===== src/rtl/seq_mult_param.sv =====
// Radix-2 shift-add sequential multiplier with configurable operand width,
// per-operation signed/unsigned mode and valid/ready handshakes on both sides.
module seq_mult_param #(
   parameter int WIDTH = 32
) (
   input  logic                 clk,
   input  logic                 reset,
   input  logic                 in_valid,
   output logic                 in_ready,
   input  logic [WIDTH-1:0]     in_a,
   input  logic [WIDTH-1:0]     in_b,
   input  logic                 signed_mode,
   output logic                 out_valid,
   input  logic                 out_ready,
   output logic [2*WIDTH-1:0]   result,
   output logic                 busy
);

   localparam int CNT_W = $clog2(WIDTH + 1);
   localparam int ACC_W = 2 * WIDTH + 1;
   localparam logic [CNT_W-1:0] CNT_LAST = CNT_W'(WIDTH - 1);
   localparam logic [CNT_W-1:0] CNT_ONE  = CNT_W'(1);

   typedef enum logic [1:0] {
      S_IDLE = 2'd0,
      S_RUN  = 2'd1,
      S_DONE = 2'd2
   } state_t;

   state_t                 state_q, state_d;
   logic [CNT_W-1:0]       cnt_q, cnt_d;
   logic [ACC_W-1:0]       acc_q, acc_d;
   logic [WIDTH-1:0]       mag_a_q, mag_a_d;
   logic                   neg_q, neg_d;
   logic [2*WIDTH-1:0]     result_q, result_d;
   logic [WIDTH:0]         sum_s;
   logic [ACC_W-1:0]       acc_next_s;

   // Two's-complement magnitude; -2^(WIDTH-1) maps to 2^(WIDTH-1), which fits unsigned.
   function automatic logic [WIDTH-1:0] magnitude(input logic [WIDTH-1:0] v, input logic sm);
      if (sm && v[WIDTH-1]) begin
         magnitude = -v;
      end else begin
         magnitude = v;
      end
   endfunction

   always_comb begin
      state_d    = state_q;
      cnt_d      = cnt_q;
      acc_d      = acc_q;
      mag_a_d    = mag_a_q;
      neg_d      = neg_q;
      result_d   = result_q;
      sum_s      = '0;
      acc_next_s = '0;

      case (state_q)
         S_IDLE: begin
            if (in_valid) begin
               mag_a_d = magnitude(in_a, signed_mode);
               neg_d   = signed_mode & (in_a[WIDTH-1] ^ in_b[WIDTH-1]);
               acc_d   = {{(WIDTH + 1){1'b0}}, magnitude(in_b, signed_mode)};
               cnt_d   = '0;
               state_d = S_RUN;
            end else begin
               state_d = S_IDLE;
            end
         end
         S_RUN: begin
            // acc[2W] is always zero between iterations, so it doubles as the sum's zero extension.
            if (acc_q[0]) begin
               sum_s = acc_q[ACC_W-1:WIDTH] + {1'b0, mag_a_q};
            end else begin
               sum_s = acc_q[ACC_W-1:WIDTH];
            end
            acc_next_s = {1'b0, sum_s, acc_q[WIDTH-1:1]};
            acc_d      = acc_next_s;
            cnt_d      = cnt_q + CNT_ONE;
            if (cnt_q == CNT_LAST) begin
               if (neg_q) begin
                  result_d = -acc_next_s[2*WIDTH-1:0];
               end else begin
                  result_d = acc_next_s[2*WIDTH-1:0];
               end
               state_d = S_DONE;
            end else begin
               state_d = S_RUN;
            end
         end
         S_DONE: begin
            if (out_ready) begin
               state_d = S_IDLE;
            end else begin
               state_d = S_DONE;
            end
         end
         default: begin
            state_d = S_IDLE;
         end
      endcase
   end

   always_ff @(posedge clk) begin
      if (reset) begin
         state_q  <= S_IDLE;
         cnt_q    <= '0;
         acc_q    <= '0;
         mag_a_q  <= '0;
         neg_q    <= 1'b0;
         result_q <= '0;
      end else begin
         state_q  <= state_d;
         cnt_q    <= cnt_d;
         acc_q    <= acc_d;
         mag_a_q  <= mag_a_d;
         neg_q    <= neg_d;
         result_q <= result_d;
      end
   end

   assign in_ready  = (state_q == S_IDLE);
   assign busy      = (state_q == S_RUN);
   assign out_valid = (state_q == S_DONE);
   assign result    = result_q;

endmodule


===== config.mk =====
export PLATFORM = sky130hd
export DESIGN_NAME = seq_mult_param
export DESIGN_NICKNAME = d
export VERILOG_FILES = /design/src/rtl/seq_mult_param.sv
export SDC_FILE = /design/constraint.sdc
export NUM_CORES = 1
export LEC_CHECK = 0
export CAP_MARGIN = 20
export CORE_MARGIN = 8
export CORE_UTILIZATION = 45
export DETAILED_ROUTE_END_ITERATION = 12
export MAX_ROUTING_LAYER = met4
export PLACE_DENSITY = 0.64
export SYNTH_ARGS = -nofsm -noshare
export SYNTH_HDL_FRONTEND = slang
export SYNTH_SLANG_ARGS = --single-unit

===== constraint.sdc =====
create_clock -name clk -period 5.3 [get_ports clk]
set_input_delay 0.795 -clock clk [delete_from_list [all_inputs] [get_ports clk]]
set_output_delay 0.795 -clock clk [all_outputs]
set_load 0.01 [all_outputs]

==> impl_metrics.xml <==
<?xml version="1.0" encoding="UTF-8"?>
<metrics>
  <group name="clock_network">
    <metric name="cts.repair.resized" unit="">0</metric>
    <metric name="cts_htree_levels" unit="">4</metric>
    <metric name="clock-sinks" unit="">169</metric>
    <metric name="cts.repair_timing.setup_buffer_count" unit="">0</metric>
    <metric name="tritoncts.num_buffers" unit="">17</metric>
    <metric name="cts_hold_buffers" unit="">0</metric>
    <metric name="clkLatencyLatePin" unit="ps">440</metric>
    <metric name="clock_path_buffers" unit="">2</metric>
    <metric name="clock-root-buffer" unit="">sky130_fd_sc_hd__clkbuf_16</metric>
    <metric name="clkTransAtPathRegs" unit="ps">70</metric>
    <metric name="cts_tree" unit="">built</metric>
  </group>
  <group name="placement">
    <metric name="dpl.hpwl" unit="um">25100</metric>
    <metric name="placed_cells_incl_taps" unit="">1846</metric>
    <metric name="gp_routability_congestion" unit="">0.887</metric>
    <metric name="port_buffers" unit="">135</metric>
  </group>
  <group name="detailed_routing">
    <metric name="detail_route.wirelength" unit="um">33000</metric>
    <metric name="vias_per_cell" unit="">5.76</metric>
    <metric name="wire_per_inst" unit="um">17.6</metric>
    <metric name="drt_iter0_markers" unit="">886</metric>
    <metric name="drt.antenna.violating_nets" unit="">0</metric>
    <metric name="post-route-drc-count" unit="">0</metric>
    <metric name="dr_total_vias" unit="">10800</metric>
    <metric name="drt-pass1-iter-count" unit="">7</metric>
  </group>
  <group name="run">
    <metric name="timing.max_cap.violations" unit="">0</metric>
  </group>
  <group name="worst_setup_path">
    <metric name="worstSetupPathType" unit="">reg2reg</metric>
    <metric name="critical-path-max-stage-delay" unit="ps">740</metric>
    <metric name="worst_path_dominant_cell_family" unit="">simple AND/OR/NAND/NOR gates</metric>
    <metric name="crit_chain" unit="">ha_1 -&gt; nand2_1 -&gt; o21ai_1 -&gt; a22oi_2 -&gt; and4_1 -&gt; nor4_1 -&gt; a21o_1 -&gt; nand4_1 -&gt; o31ai_1 -&gt; xnor2_1 -&gt; nand2_1 -&gt; a21oi_1</metric>
    <metric name="worstSetupStartpointType" unit="">flip-flop</metric>
    <metric name="endpoint_kind" unit="">flip-flop</metric>
    <metric name="timing.critical_path.mode_cell" unit="">sky130_fd_sc_hd__nand2_1</metric>
    <metric name="cp_data_arrival_time" unit="ps">4510</metric>
    <metric name="r2r_setup_slack" unit="ps">1160</metric>
    <metric name="reg2reg_from" unit="">acc_q[42]</metric>
    <metric name="worst-endpoint-required" unit="ps">5670</metric>
    <metric name="crit_slowest_cell" unit="">sky130_fd_sc_hd__nor4_1</metric>
    <metric name="critical_path.reg2reg.endpoint" unit="">result[56]</metric>
    <metric name="cp_num_buf_inv" unit="">0</metric>
    <metric name="ff2ff_path_depth" unit="">12</metric>
    <metric name="cp_max_fo" unit="">9</metric>
  </group>
  <group name="sta">
    <metric name="grt_setup_unrepaired" unit="">false</metric>
    <metric name="fin_worst_skew" unit="ps">10.1</metric>
    <metric name="fin_worst_hold_slack" unit="ps">452</metric>
    <metric name="final-hold-violation-count" unit="">0</metric>
    <metric name="final_setup_viols" unit="">0</metric>
    <metric name="worstMarginPinSlew" unit="ps">873</metric>
    <metric name="max-slew-margin-rel" unit="%">40.1</metric>
    <metric name="finalCriticalPeriod" unit="ps">4140</metric>
    <metric name="finalSetupTns" unit="ps">0</metric>
    <metric name="fmaxAchievable" unit="MHz">242</metric>
    <metric name="slew_viol_final" unit="">0</metric>
    <metric name="post-route-period-util" unit="%">78.1</metric>
  </group>
  <group name="logic_synthesis">
    <metric name="synth_area_leaders" unit="">sky130_fd_sc_hd__dfxtp_1, sky130_fd_sc_hd__a21oi_1, sky130_fd_sc_hd__nor2_1, sky130_fd_sc_hd__nand2_1, sky130_fd_sc_hd__xor2_1</metric>
    <metric name="synth_async_sr_flop_share" unit="%">0</metric>
    <metric name="yosysSeqAreaShare" unit="%">30.3</metric>
    <metric name="post-synth-top-area-cell" unit="">sky130_fd_sc_hd__dfxtp_1</metric>
    <metric name="synth_ff_type" unit="">sky130_fd_sc_hd__dfxtp_1</metric>
    <metric name="mappedNetlistNets" unit="">1578</metric>
    <metric name="syn_area_per_cell" unit="um^2">7.59</metric>
    <metric name="yosys_register_bits" unit="">169</metric>
    <metric name="synthesis.instances" unit="">1472</metric>
    <metric name="number_of_synthesis_warnings" unit="">0</metric>
    <metric name="synth_edf_count" unit="">0</metric>
    <metric name="post-synth-top-area-fraction" unit="%">30.3</metric>
    <metric name="netlist_area" unit="um^2">11200</metric>
    <metric name="netlist-cell-type-count" unit="">83</metric>
  </group>
  <group name="cells_and_area">
    <metric name="fill_cells" unit="">2307</metric>
    <metric name="number_of_nets_in_the_final_layout" unit="">1647</metric>
    <metric name="final-instance-count-excl-fill" unit="">1878</metric>
    <metric name="areaGrowthSynthToFinish" unit="%">18.6</metric>
    <metric name="insertedDiodeCount" unit="">0</metric>
    <metric name="multi_input_comb_area" unit="um^2">7340</metric>
    <metric name="layout.core_utilization" unit="%">54.5</metric>
    <metric name="regArea" unit="um^2">3390</metric>
    <metric name="layout-drive-gt1-share" unit="%">5.66</metric>
  </group>
  <group name="grt">
    <metric name="globalRouteTotalUtil" unit="%">21.7</metric>
    <metric name="gr-max-usage-layer" unit="">met1</metric>
    <metric name="antenna_found_initial" unit="">0</metric>
    <metric name="globalRouteMet3Util" unit="%">3.62</metric>
    <metric name="pin_count_of_the_biggest_net_entering_global_routing" unit="">97</metric>
    <metric name="grt_pass1_vias" unit="">9671</metric>
    <metric name="grt_overflow" unit="">0</metric>
    <metric name="grt_first_pass_wirelength" unit="um">53000</metric>
    <metric name="grt.met2_usage" unit="%">27.2</metric>
    <metric name="grt_util_met1" unit="%">34.5</metric>
  </group>
  <group name="hold_path">
    <metric name="timing.hold.worst_path_depth" unit="">2</metric>
    <metric name="timing.hold.worst.class" unit="">reg2reg</metric>
    <metric name="holdCritStartpoint" unit="">result[47]</metric>
    <metric name="hold_end" unit="">result[47]</metric>
  </group>
  <group name="die">
    <metric name="height_of_the_die" unit="um">174</metric>
    <metric name="fp_rows" unit="">57</metric>
    <metric name="design.core.area" unit="um^2">24300</metric>
    <metric name="die_w" unit="um">174</metric>
    <metric name="dieArea" unit="um^2">30100</metric>
    <metric name="design.portCount" unit="">136</metric>
    <metric name="floorplan.initialDensity" unit="%">45.9</metric>
  </group>
  <group name="power">
    <metric name="worst_ir_drop_vdd" unit="mV">0.196</metric>
    <metric name="power.total" unit="mW">3.24</metric>
    <metric name="power-per-cell-area" unit="nW/um^2">244</metric>
    <metric name="total_leakage_power" unit="nW">4.60</metric>
  </group>
  <group name="status">
    <metric name="run_status" unit="">complete, no violations</metric>
  </group>
</metrics>
-- worst max-delay path by stage --
stage               from  cells past startpoint  slack [ps]          to
3_5_place_dp   acc_q[32]                     12        1260  result[59]
2_1_floorplan  acc_q[32]                     13        1620  result[62]
5_1_grt        acc_q[42]                     12         840  result[56]
4_1_cts        acc_q[32]                     12        1240  result[59]
3_3_place_gp   acc_q[32]                     12        1340  result[57]
6_report       acc_q[42]                     12        1160  result[56]
-- logic make-up after synthesis --
group	share of synthesized area, %
AND/OR/NAND/NOR	22.6
multiplexers	1.29
adder cells (fa/ha/maj)	4.21
AO/OA/AOI/OAI	28.0
buffers and inverters	4.12
XOR/XNOR	9.48
flip-flops	30.3
-- flip-flops by register name, indices dropped and copies added (netlist names) --
| register | count |
|---|---|
| acc_q | 64 |
| cnt_q | 6 |
| mag_a_q | 32 |
| neg_q | 1 |
| result | 64 |
| state_q | 2 |
-- power breakdown --
group	internal, mW	total [mW]	switching [mW]
Sequential	1.32	1.38	0.0677
Clock	0.675	1.25	0.574
Combinational	0.236	0.603	0.367
Total	2.23	3.24	1.01
-- cell usage after synthesis, drive strengths merged, types with 4 or more instances --
library cell  instances
o21a                  9
o211ai                8
o41ai                11
nand2b                9
xor2                 72
nor3b                 6
and2                  6
nor2                180
and3                  9
a22oi                36
o21ai                67
ha                   36
clkbuf               88
nand4                11
nand3b               10
nor3                 30
nor4                 15
o21bai                4
or2                   7
a31oi                32
o2bb2ai               4
mux2i                11
or3                  24
a21oi               149
inv                  19
a311oi                7
buf                  12
a21o                 15
nand3                38
dfxtp               169
nand2               172
a211oi               71
xnor2                49
o31ai                26
nor2b                 9
or4                   7
-- cell type report --
class | count | share of cell area (%)
repair buffers | 150 | 11.0
multi-input cells | 1183 | 55.4
clock buffers | 19 | 3.34
inverters | 20 | 0.566
flip-flops and latches | 169 | 25.5
well taps | 324 | 3.06
clock inverters | 13 | 1.05
-- worst register-to-register path, cell delays in order, from the launching register on --
cell,delay [ps]
sky130_fd_sc_hd__dfxtp_1,340
sky130_fd_sc_hd__ha_1,440
sky130_fd_sc_hd__nand2_1,110
sky130_fd_sc_hd__o21ai_1,460
sky130_fd_sc_hd__a22oi_2,200
sky130_fd_sc_hd__and4_1,220
sky130_fd_sc_hd__nor4_1,740
sky130_fd_sc_hd__a21o_1,270
sky130_fd_sc_hd__nand4_1,420
sky130_fd_sc_hd__o31ai_1,460
sky130_fd_sc_hd__xnor2_1,150
sky130_fd_sc_hd__nand2_1,70
sky130_fd_sc_hd__a21oi_1,180
-- metal layers --
layer  share of wire [%]  routed length (um)
met4                 1.1                 362
met5                   0                   0
met1                  54               18000
met2                  38               12500
met3                 6.4                2100
-- layout by cell type, fill, tap and decap left out, types with 4 or more instances in the layout --
cell type                         instances
sky130_fd_sc_hd__nand4_1                 10
sky130_fd_sc_hd__nand3b_1                10
sky130_fd_sc_hd__inv_1                   19
sky130_fd_sc_hd__or3_1                   21
sky130_fd_sc_hd__nor2b_1                  9
sky130_fd_sc_hd__dfxtp_1                167
sky130_fd_sc_hd__o41ai_1                  9
sky130_fd_sc_hd__nand2_1                171
sky130_fd_sc_hd__or4_1                    6
sky130_fd_sc_hd__xor2_1                  72
sky130_fd_sc_hd__a311oi_1                 6
sky130_fd_sc_hd__nor3_1                  29
sky130_fd_sc_hd__o21ai_0                 61
sky130_fd_sc_hd__a211oi_1                68
sky130_fd_sc_hd__o211ai_1                 4
sky130_fd_sc_hd__o31ai_1                 23
sky130_fd_sc_hd__o2bb2ai_1                4
sky130_fd_sc_hd__mux2i_1                 11
sky130_fd_sc_hd__or2_2                    4
sky130_fd_sc_hd__o21ai_1                  6
sky130_fd_sc_hd__a31oi_1                 31
sky130_fd_sc_hd__a21o_1                  15
sky130_fd_sc_hd__nand3_1                 38
sky130_fd_sc_hd__a21oi_1                148
sky130_fd_sc_hd__nand2b_1                 8
sky130_fd_sc_hd__nor2_1                 178
sky130_fd_sc_hd__and2_1                   5
sky130_fd_sc_hd__nor4_1                  14
sky130_fd_sc_hd__ha_1                    36
sky130_fd_sc_hd__clkdlybuf4s50_1        134
sky130_fd_sc_hd__and3_1                   9
sky130_fd_sc_hd__o21a_1                   9
sky130_fd_sc_hd__nor3b_1                  6
sky130_fd_sc_hd__clkbuf_16               17
sky130_fd_sc_hd__xnor2_1                 49
sky130_fd_sc_hd__o21bai_1                 4
sky130_fd_sc_hd__buf_4                   16
sky130_fd_sc_hd__a22oi_1                 35
-- per-stage QoR --
stage	worst slack, ps	cell area [um^2]
after floorplan	1620	11200
after global placement	1340	12700
after detailed placement	1260	12700
after CTS	1240	13300
after global routing	839	13300
final	1160	13300
Power figures use the tool's default switching activity.
